[src/rtl/gpu_coord_pkg.sv]
// Shared screen-space coordinate definitions for the origin-shift / unshift stages.
// Q10.10 signed coordinates, 640x480 viewport centred on (320,240).
package gpu_coord_pkg;

   localparam int W    = 21;
   localparam int FRAC = 10;

   localparam logic signed [W-1:0] X_OFS = 21'h50000;
   localparam logic signed [W-1:0] Y_OFS = 21'h3C000;
   localparam logic signed [W-1:0] SCR_W = 21'hA0000;
   localparam logic signed [W-1:0] SCR_H = 21'h78000;

   typedef struct packed {
      logic signed [W-1:0] X;
      logic signed [W-1:0] Y;
      logic signed [W-1:0] Z;
   } vtx_t;

   typedef struct packed {
      logic inview;
      logic ovf;
   } vtx_flags_t;

   // One serialized output beat as held in the output register.
   typedef struct packed {
      vtx_t       vtx;
      vtx_flags_t flags;
      logic [1:0] idx;
      logic       last;
   } beat_t;

   typedef enum logic {
      IDLE,
      SEND
   } state_t;

   // Signed overflow of d = a - b: operands of opposite sign and result sign flipped from a.
   function automatic logic sub_ovf(input logic [W-1:0] a,
                                    input logic [W-1:0] b,
                                    input logic [W-1:0] d);
      return (a[W-1] != b[W-1]) && (d[W-1] != a[W-1]);
   endfunction

endpackage

[src/rtl/origin_unshift.sv]
// Combinational single-vertex unshift: screen-space -> origin-centred, plus
// viewport containment and subtraction overflow flags.
module origin_unshift
   import gpu_coord_pkg::*;
(
   input  vtx_t       vtx_s_i,
   output vtx_t       vtx_o,
   output vtx_flags_t flags_o
);

   logic signed [W-1:0] x_s;
   logic signed [W-1:0] y_s;
   logic signed [W-1:0] x_c;
   logic signed [W-1:0] y_c;
   logic                x_in;
   logic                y_in;

   assign x_s = vtx_s_i.X;
   assign y_s = vtx_s_i.Y;

   // Wraps mod 2^W; overflow is reported, never saturated.
   assign x_c = x_s - X_OFS;
   assign y_c = y_s - Y_OFS;

   assign vtx_o.X = x_c;
   assign vtx_o.Y = y_c;
   assign vtx_o.Z = vtx_s_i.Z;

   assign x_in = !x_s[W-1] && (x_s < SCR_W);
   assign y_in = !y_s[W-1] && (y_s < SCR_H);

   assign flags_o.inview = x_in && y_in;
   assign flags_o.ovf    = sub_ovf(x_s, X_OFS, x_c) || sub_ovf(y_s, Y_OFS, y_c);

endmodule

[src/rtl/origin_unshift_serializer.sv]
// Captures a screen-space quad, unshifts all four vertices at once, and streams them
// out one vertex per beat over valid/ready with back-to-back quad acceptance.
module origin_unshift_serializer
   import gpu_coord_pkg::*;
(
   input  logic         clk,
   input  logic         rst,

   input  logic         in_valid,
   output logic         in_ready,
   input  logic [W-1:0] in_vtx1_X,
   input  logic [W-1:0] in_vtx1_Y,
   input  logic [W-1:0] in_vtx1_Z,
   input  logic [W-1:0] in_vtx2_X,
   input  logic [W-1:0] in_vtx2_Y,
   input  logic [W-1:0] in_vtx2_Z,
   input  logic [W-1:0] in_vtx3_X,
   input  logic [W-1:0] in_vtx3_Y,
   input  logic [W-1:0] in_vtx3_Z,
   input  logic [W-1:0] in_vtx4_X,
   input  logic [W-1:0] in_vtx4_Y,
   input  logic [W-1:0] in_vtx4_Z,

   output logic         out_valid,
   input  logic         out_ready,
   output logic [W-1:0] out_X,
   output logic [W-1:0] out_Y,
   output logic [W-1:0] out_Z,
   output logic [1:0]   out_idx,
   output logic         out_last,
   output logic         out_inview,
   output logic         out_ovf
);

   vtx_t       in_vtx     [4];
   vtx_t       conv_vtx   [4];
   vtx_flags_t conv_flags [4];

   state_t     state_q,  state_d;
   logic [1:0] idx_q,    idx_d;
   logic [1:0] idx_inc;
   logic       valid_q,  valid_d;
   beat_t      beat_q,   beat_d;
   vtx_t       quad_q   [4];
   vtx_t       quad_d   [4];
   vtx_flags_t qflags_q [4];
   vtx_flags_t qflags_d [4];

   logic       capture;
   logic       fire;

   assign in_vtx[0] = {in_vtx1_X, in_vtx1_Y, in_vtx1_Z};
   assign in_vtx[1] = {in_vtx2_X, in_vtx2_Y, in_vtx2_Z};
   assign in_vtx[2] = {in_vtx3_X, in_vtx3_Y, in_vtx3_Z};
   assign in_vtx[3] = {in_vtx4_X, in_vtx4_Y, in_vtx4_Z};

   for (genvar g = 0; g < 4; g++) begin : g_unshift
      origin_unshift u_unshift (
         .vtx_s_i (in_vtx[g]),
         .vtx_o   (conv_vtx[g]),
         .flags_o (conv_flags[g])
      );
   end

   // Accepting on the last beat's handshake is what keeps quads bubble-free;
   // this makes in_ready combinational from out_ready.
   assign in_ready = !rst &&
                     ((state_q == IDLE) ||
                      ((state_q == SEND) && (idx_q == 2'd3) && out_ready));

   assign capture = in_valid && in_ready;
   assign fire    = valid_q && out_ready;
   assign idx_inc = idx_q + 2'd1;

   always_comb begin
      // NOTE: every variable gets its hold value first so no path can infer a latch.
      state_d  = state_q;
      idx_d    = idx_q;
      valid_d  = valid_q;
      beat_d   = beat_q;
      quad_d   = quad_q;
      qflags_d = qflags_q;

      if (capture) begin
         quad_d   = conv_vtx;
         qflags_d = conv_flags;
         state_d  = SEND;
         idx_d    = 2'd0;
         valid_d  = 1'b1;
         beat_d   = '{vtx: conv_vtx[0], flags: conv_flags[0], idx: 2'd0, last: 1'b0};
      end else if (fire) begin
         if (idx_q != 2'd3) begin
            idx_d  = idx_inc;
            beat_d = '{vtx:   quad_q[idx_inc],
                       flags: qflags_q[idx_inc],
                       idx:   idx_inc,
                       last:  (idx_inc == 2'd3)};
         end else begin
            state_d = IDLE;
            idx_d   = 2'd0;
            valid_d = 1'b0;
         end
      end
   end

   always_ff @(posedge clk or posedge rst) begin
      if (rst) begin
         state_q <= IDLE;
         idx_q   <= 2'd0;
         valid_q <= 1'b0;
         beat_q  <= '0;
         // NOTE: quad storage is cleared on reset so a restart can never replay a stale quad.
         for (int i = 0; i < 4; i++) begin
            quad_q[i]   <= '0;
            qflags_q[i] <= '0;
         end
      end else begin
         // NOTE: non-blocking assignments so every register samples pre-edge values.
         state_q  <= state_d;
         idx_q    <= idx_d;
         valid_q  <= valid_d;
         beat_q   <= beat_d;
         quad_q   <= quad_d;
         qflags_q <= qflags_d;
      end
   end

   assign out_valid  = valid_q;
   assign out_X      = beat_q.vtx.X;
   assign out_Y      = beat_q.vtx.Y;
   assign out_Z      = beat_q.vtx.Z;
   assign out_idx    = beat_q.idx;
   assign out_last   = beat_q.last;
   assign out_inview = beat_q.flags.inview;
   assign out_ovf    = beat_q.flags.ovf;

endmodule

[config.mk]
export PLATFORM = sky130hd
export DESIGN_NAME = origin_unshift_serializer
export DESIGN_NICKNAME = d
export VERILOG_FILES = /design/src/rtl/gpu_coord_pkg.sv /design/src/rtl/origin_unshift.sv /design/src/rtl/origin_unshift_serializer.sv
export SDC_FILE = /design/constraint.sdc
export NUM_CORES = 1
export LEC_CHECK = 0
export BUFFER_PORTS_ARGS = -buffer_cell sky130_fd_sc_hd__buf_2
export CORE_MARGIN = 5
export CORE_UTILIZATION = 55
export DETAILED_ROUTE_END_ITERATION = 8
export GPL_TIMING_DRIVEN = 0
export PLACE_DENSITY = 0.86
export RECOVER_POWER = 25
export SYNTH_ARGS = -nofsm -noshare
export SYNTH_HDL_FRONTEND = slang
export SYNTH_SLANG_ARGS = --single-unit
[constraint.sdc]
create_clock -name clk -period 11.3 [get_ports clk]
set_input_delay 0.565 -clock clk [delete_from_list [all_inputs] [get_ports clk]]
set_output_delay 0.565 -clock clk [all_outputs]
set_load 0.03 [all_outputs]
# Word level (Yosys, flattened, before mapping)
# Index checks and enable logic that the tools add are counted.
# totals
ff_bits	331
inputBits	256
out_inout_bits	70
elab_cells	119
# classes
addsub	9
magnitude_cmp	9
eq_ne	12
mux	15
bitwise	2
reduce_logical	43
# op_table
operator	count
$mux W68	3
$bmux W63 S2	1
$mux W63	2
$lt A21 B20 Y1 const B	4
$lt A21 B21 Y1 const B	4
$sub A21 B19 Y21 const B	4
$sub A21 B20 Y21 const B	4
$logic_and A1 B1 Y1	25
$mux W2	5
$logic_not A1 Y1	9
$ne A1 B1 Y1	8
$logic_or A1 B1 Y1	5
$bmux W2 S2	1
$eq A2 B2 Y1 const B	2
$ne A2 B2 Y1 const B	2
$reduce_and A2 Y1	2
$reduce_bool A2 Y1	2
$ge A3 B3 Y1 const B	1
$mux W1	3
$not A2 Y3	1
$add A2 B1 Y2 const B	1
$not A1 Y1	1

# Logic depth before layout (Yosys ltp)
# logic_depth
word_depth	8
mapped_depth	12
depth_no_buf	7

# Modules after synthesis
# A second synthesis with hierarchy kept.
# unflattened
hier_cells	1189
area_unflattened_um2	16859.9
# by_module_without_submodules
module	n_inst	cells_per_inst	area_each_um2	seq_area_each_um2
origin_unshift_serializer	1	881	14552.7	8282.9
origin_unshift	4	77	576.8	0.0

# Least setup slack after synthesis
# No wires, ideal clock.
# synth_path
path_kind	register -> register
startpoint	register idx_q[0]
endpoint	register beat_q (netlist bit out_X[1])
setup_ps	126
t_arrival_ps	2565
t_required_ps	11174
path_slack_ps	8609
path_stages_with_launch	12
path_buffers	6
period_less_slack_ps	2691
path_cell_list	dfrtp_1 buf_2 buf_6 buf_6 buf_4 inv_1 ha_1 buf_4 buf_2 mux4_2 and2_1 a221o_1
# synth_via
elab_chain_cells	8
word_cells_on_any_way	18
classes_between	1 x add/sub; 2 x eq/ne; 6 x mux; 1 x bitwise; 8 x reduce/logical
# synth_lines
item	line_no	source
start, declared	origin_unshift_serializer.sv:40	logic [1:0] idx_q, idx_d;
start signal, assigned	origin_unshift_serializer.sv:120	idx_q <= idx_d;
$add A2 B1 Y2 / $eq A2 B2 Y1 (equally long branches)	origin_unshift_serializer.sv:73, origin_unshift_serializer.sv:69	
$not A2 Y3 (implied by the code) / $logic_and A1 B1 Y1 (equally long branches)	origin_unshift_serializer.sv:94, origin_unshift_serializer.sv:69	
$bmux W63 S2 / $logic_and A1 B1 Y1 (equally long branches)	origin_unshift_serializer.sv:94, origin_unshift_serializer.sv:69	
$mux W63 (implied by the code) / $logic_or A1 B1 Y1 (equally long branches)	origin_unshift_serializer.sv:94, origin_unshift_serializer.sv:68	
$mux W63 (implied by the code) / $logic_and A1 B1 Y1 (equally long branches)	origin_unshift_serializer.sv:94, origin_unshift_serializer.sv:67	
$mux W68 / $logic_and A1 B1 Y1 (equally long branches)	origin_unshift_serializer.sv:92, origin_unshift_serializer.sv:71	
$mux W68 / $reduce_bool A2 Y1 (equally long branches)	n/a	
$mux W68 / $reduce_and A2 Y1 (equally long branches)	n/a	
end signal, assigned	origin_unshift_serializer.sv:122	beat_q <= beat_d;
end, declared	origin_unshift_serializer.sv:43	beat_t beat_q, beat_d;
# Parallel ways exist; a longest one is shown, timed or not. The select of a mux whose other input is x is not followed.
# A chain may end at the register's enable or synchronous reset.

==> impl_metrics.toml <==
[final_layout]
instances_no_fill = 1817
mostFrequentLayoutCells = "buf_2 (359), dfrtp_1 (331), mux2_2 (217)"
final_common_cell = "buf_2"
final_nets = 1717
drive_gt1_share_pct = 48.9
stdcell_area_mm2 = 0.0183
area_growth_pct = 21.6

[critical_path]
critical-path-top-delay-family = "buffers and inverters"
critPathLaunchType = "input pin"
crit_fanout = 129
cp_slowest_cell = "clkinvlp_2"
endpoint_kind = "asynchronous set/reset pin"
max_stage_delay_ns = 3.17
crit_buf_inv = 2
crit_type = "input pin to asynchronous set/reset pin"
crit_chain = "clkbuf_1, clkinvlp_2"
arrival_ns = 4.02
cp.required_ns = 10.87

[global_route]
track_usage_pct = 29.5
first_global_vias = 12100
antenna_found_initial = 14
grt_pass1_wl_um = 70300
gr-total-overflow = 0
grt_max_degree = 133

[min_path]
hold_class = "input pin to register"

[clock_network]
cts_max_path_buffers = 3
cts_tree = "yes"
clk_latency_ns = 0.51
cts.sinks = 331
cts_max_level = 2
cts_hold_buf = 0
path_clk_slew_ns = 0.06
cts_buffers = 36
cts_setup_buffers = 0
cts-root-buf = "clkbuf_16"
cts_resized = 0

[floorplanning]
die_w_um = 176
ioPinCount = 326
rows = 60
core_mm2 = 0.0270
start_util_pct = 55.9
die_area_mm2 = 0.0308
die_h_um = 176

[detailed_routing]
highest_layer = "met5"
wl_met3_um = 4140
drc = 0
route.antenna.remaining_nets = 0
wl_met1_um = 17400
vias_per_cell = 6.14
drtIter0Drc = 777
route.met2.wl_um = 22100
num_vias = 11200
wl_per_cell_um = 25.0
wl_um = 45500
firstDrtPassIters = 5

[synthesis]
synth_area_leaders = "dfrtp_1 (55%), mux2_2 (16%), mux4_2 (9.7%), o21ai_0 (2.7%), a221o_1 (2.4%)"
synth_cells = 1078
yosys_warnings = 0
synth_top_area_cell = "dfrtp_1"
syn-num-nets = 1352
yosysTopAreaCellShare_pct = 55.0
syn_avg_cell_area_um2 = 14.0
synth_cell_type_count = 39
ys_ff_latch = 331
syn_area_mm2 = 0.0151
ys_seq_area_share_pct = 55.0

[timing]
fin_crit_sh_pct = 39.4
hold_viol = 0
grt_setup_unrepaired = "no"
setup_viol = 0
slew_violations = 130
setup_tns_ns = 0
tightest_slew_ns = 5.75
whs_ns = 0.270
setup_ws_ns = 6.85
fin_skew_ns = 0.0151
maxSlewHeadroom_pct = -285
fmax_mhz = 225
min_period_ns = 4.45

[place]
placed_cell_area_mm2 = 0.0172
dp_hpwl_um = 32700
place_ws_ns = 7.75
gp_congestion = 0.925
dp_cells = 1746
port_buffers = 325

[power_and_ir_drop]
power_density_mw_per_mm2 = 302
leakage_nw = 8.37
ir_drop_mv = 0.233

[outcome]
outcome = "finished, violations left"
violations = "capacitance limit, slew limit"

[run]
maxCapViolCount = 1
## synthesized netlist by cell type (all sizes together)
| cell | n |
|---|---|
| a221o | 36 |
| o21ai | 81 |
| xor2 | 9 |
| mux2i | 2 |
| buf | 52 |
| o211ai | 2 |
| nand3 | 12 |
| a21boi | 1 |
| nor3 | 28 |
| mux4 | 65 |
| a41oi | 4 |
| a21o | 3 |
| nand2b | 2 |
| nor2 | 8 |
| and3b | 1 |
| nand2 | 55 |
| nand3b | 1 |
| xnor2 | 15 |
| and2 | 33 |
| a31oi | 21 |
| a211oi | 4 |
| nor2b | 1 |
| clkbuf | 27 |
| nor3b | 4 |
| inv | 14 |
| a22oi | 7 |
| a21bo | 1 |
| a22o | 1 |
| nand4 | 4 |
| a2bb2oi | 1 |
| dfrtp | 331 |
| ha | 18 |
| o22ai | 1 |
| a21oi | 15 |
| mux2 | 217 |
| or2 | 1 |
## path summary, 6_finish.rpt
path	endpoint	depth (start not counted)	from	slack (ns)
hold / removal	quad_q[58]$_DFFE_PP0P_	2	in_vtx4_X[16]	0.27
setup / recovery	quad_q[143]$_DFFE_PP0P_	2	rst	6.85
hold reg to reg	quad_q[247]$_DFFE_PP0P_	1	quad_q[247]$_DFFE_PP0P_	0.48
max in group clk	out_Z[17]$_DFFE_PP0P_	11	idx_q[0]$_DFFE_PP0P_	7.78
setup reg to reg	out_Z[17]$_DFFE_PP0P_	11	idx_q[0]$_DFFE_PP0P_	7.78
min in group asynchronous	quad_q[103]$_DFFE_PP0P_	2	rst	1.88
## metal layers
layer | vias to the layer above | track usage, %
met3 | 126 | 7.96
li1 | 4752 | -
met5 | - | 0
met4 | 12 | 11.0
met2 | 546 | 48.8
met1 | 5728 | 37.8
## cell families (layout without fill, tap and decap cells)
| logic type | count (synthesis) | count (layout) | share of synthesized area [%] |
|---|---|---|---|
| other | 0 | 9 | 0 |
| DFF | 331 | 331 | 55.0 |
| and+or+nand+nor | 150 | 150 | 4.91 |
| adders and majority gates | 18 | 18 | 1.49 |
| xor gates and xnor gates | 24 | 24 | 1.40 |
| buffers and inverters | 93 | 482 | 3.31 |
| muxes | 284 | 284 | 26.1 |
| AOI/OAI and AO/OA | 178 | 178 | 7.86 |
## state kept, by name, indices dropped and copies added (netlist names)
name,flops
idx_q,2
out_X,21
out_Y,21
out_Z,21
out_idx,2
out_inview,1
out_last,1
out_ovf,1
out_valid,1
qflags_q,8
quad_q,252
## final cells by class
class	count	area (um^2)
Buffer	79	445
Fill cell	1902	8620
Inverter	14	53.8
Multi-Input combinational cell	654	6290
Timing Repair Buffer	327	1680
Clock buffer	50	1000
Antenna cell	9	22.5
Clock inverter	12	126
Sequential cell	331	8280
Tap cell	341	427
## where the power goes
part	switching, mW	total [mW]	leakage [nW]	internal, mW
Combinational	1.14	2.29	3.79	1.14
Clock	0.475	1.14	0.551	0.669
Sequential	0.330	2.11	4.04	1.78
## through the flow
step           power [mW]  util, %
3_5_place_dp         4.38     63.8
5_1_grt              5.83     68.0
6_report             5.54     68.0
2_1_floorplan        3.70        -
4_1_cts              5.55     68.0
3_3_place_gp         4.27     63.5
Power figures use the tool's default switching activity.
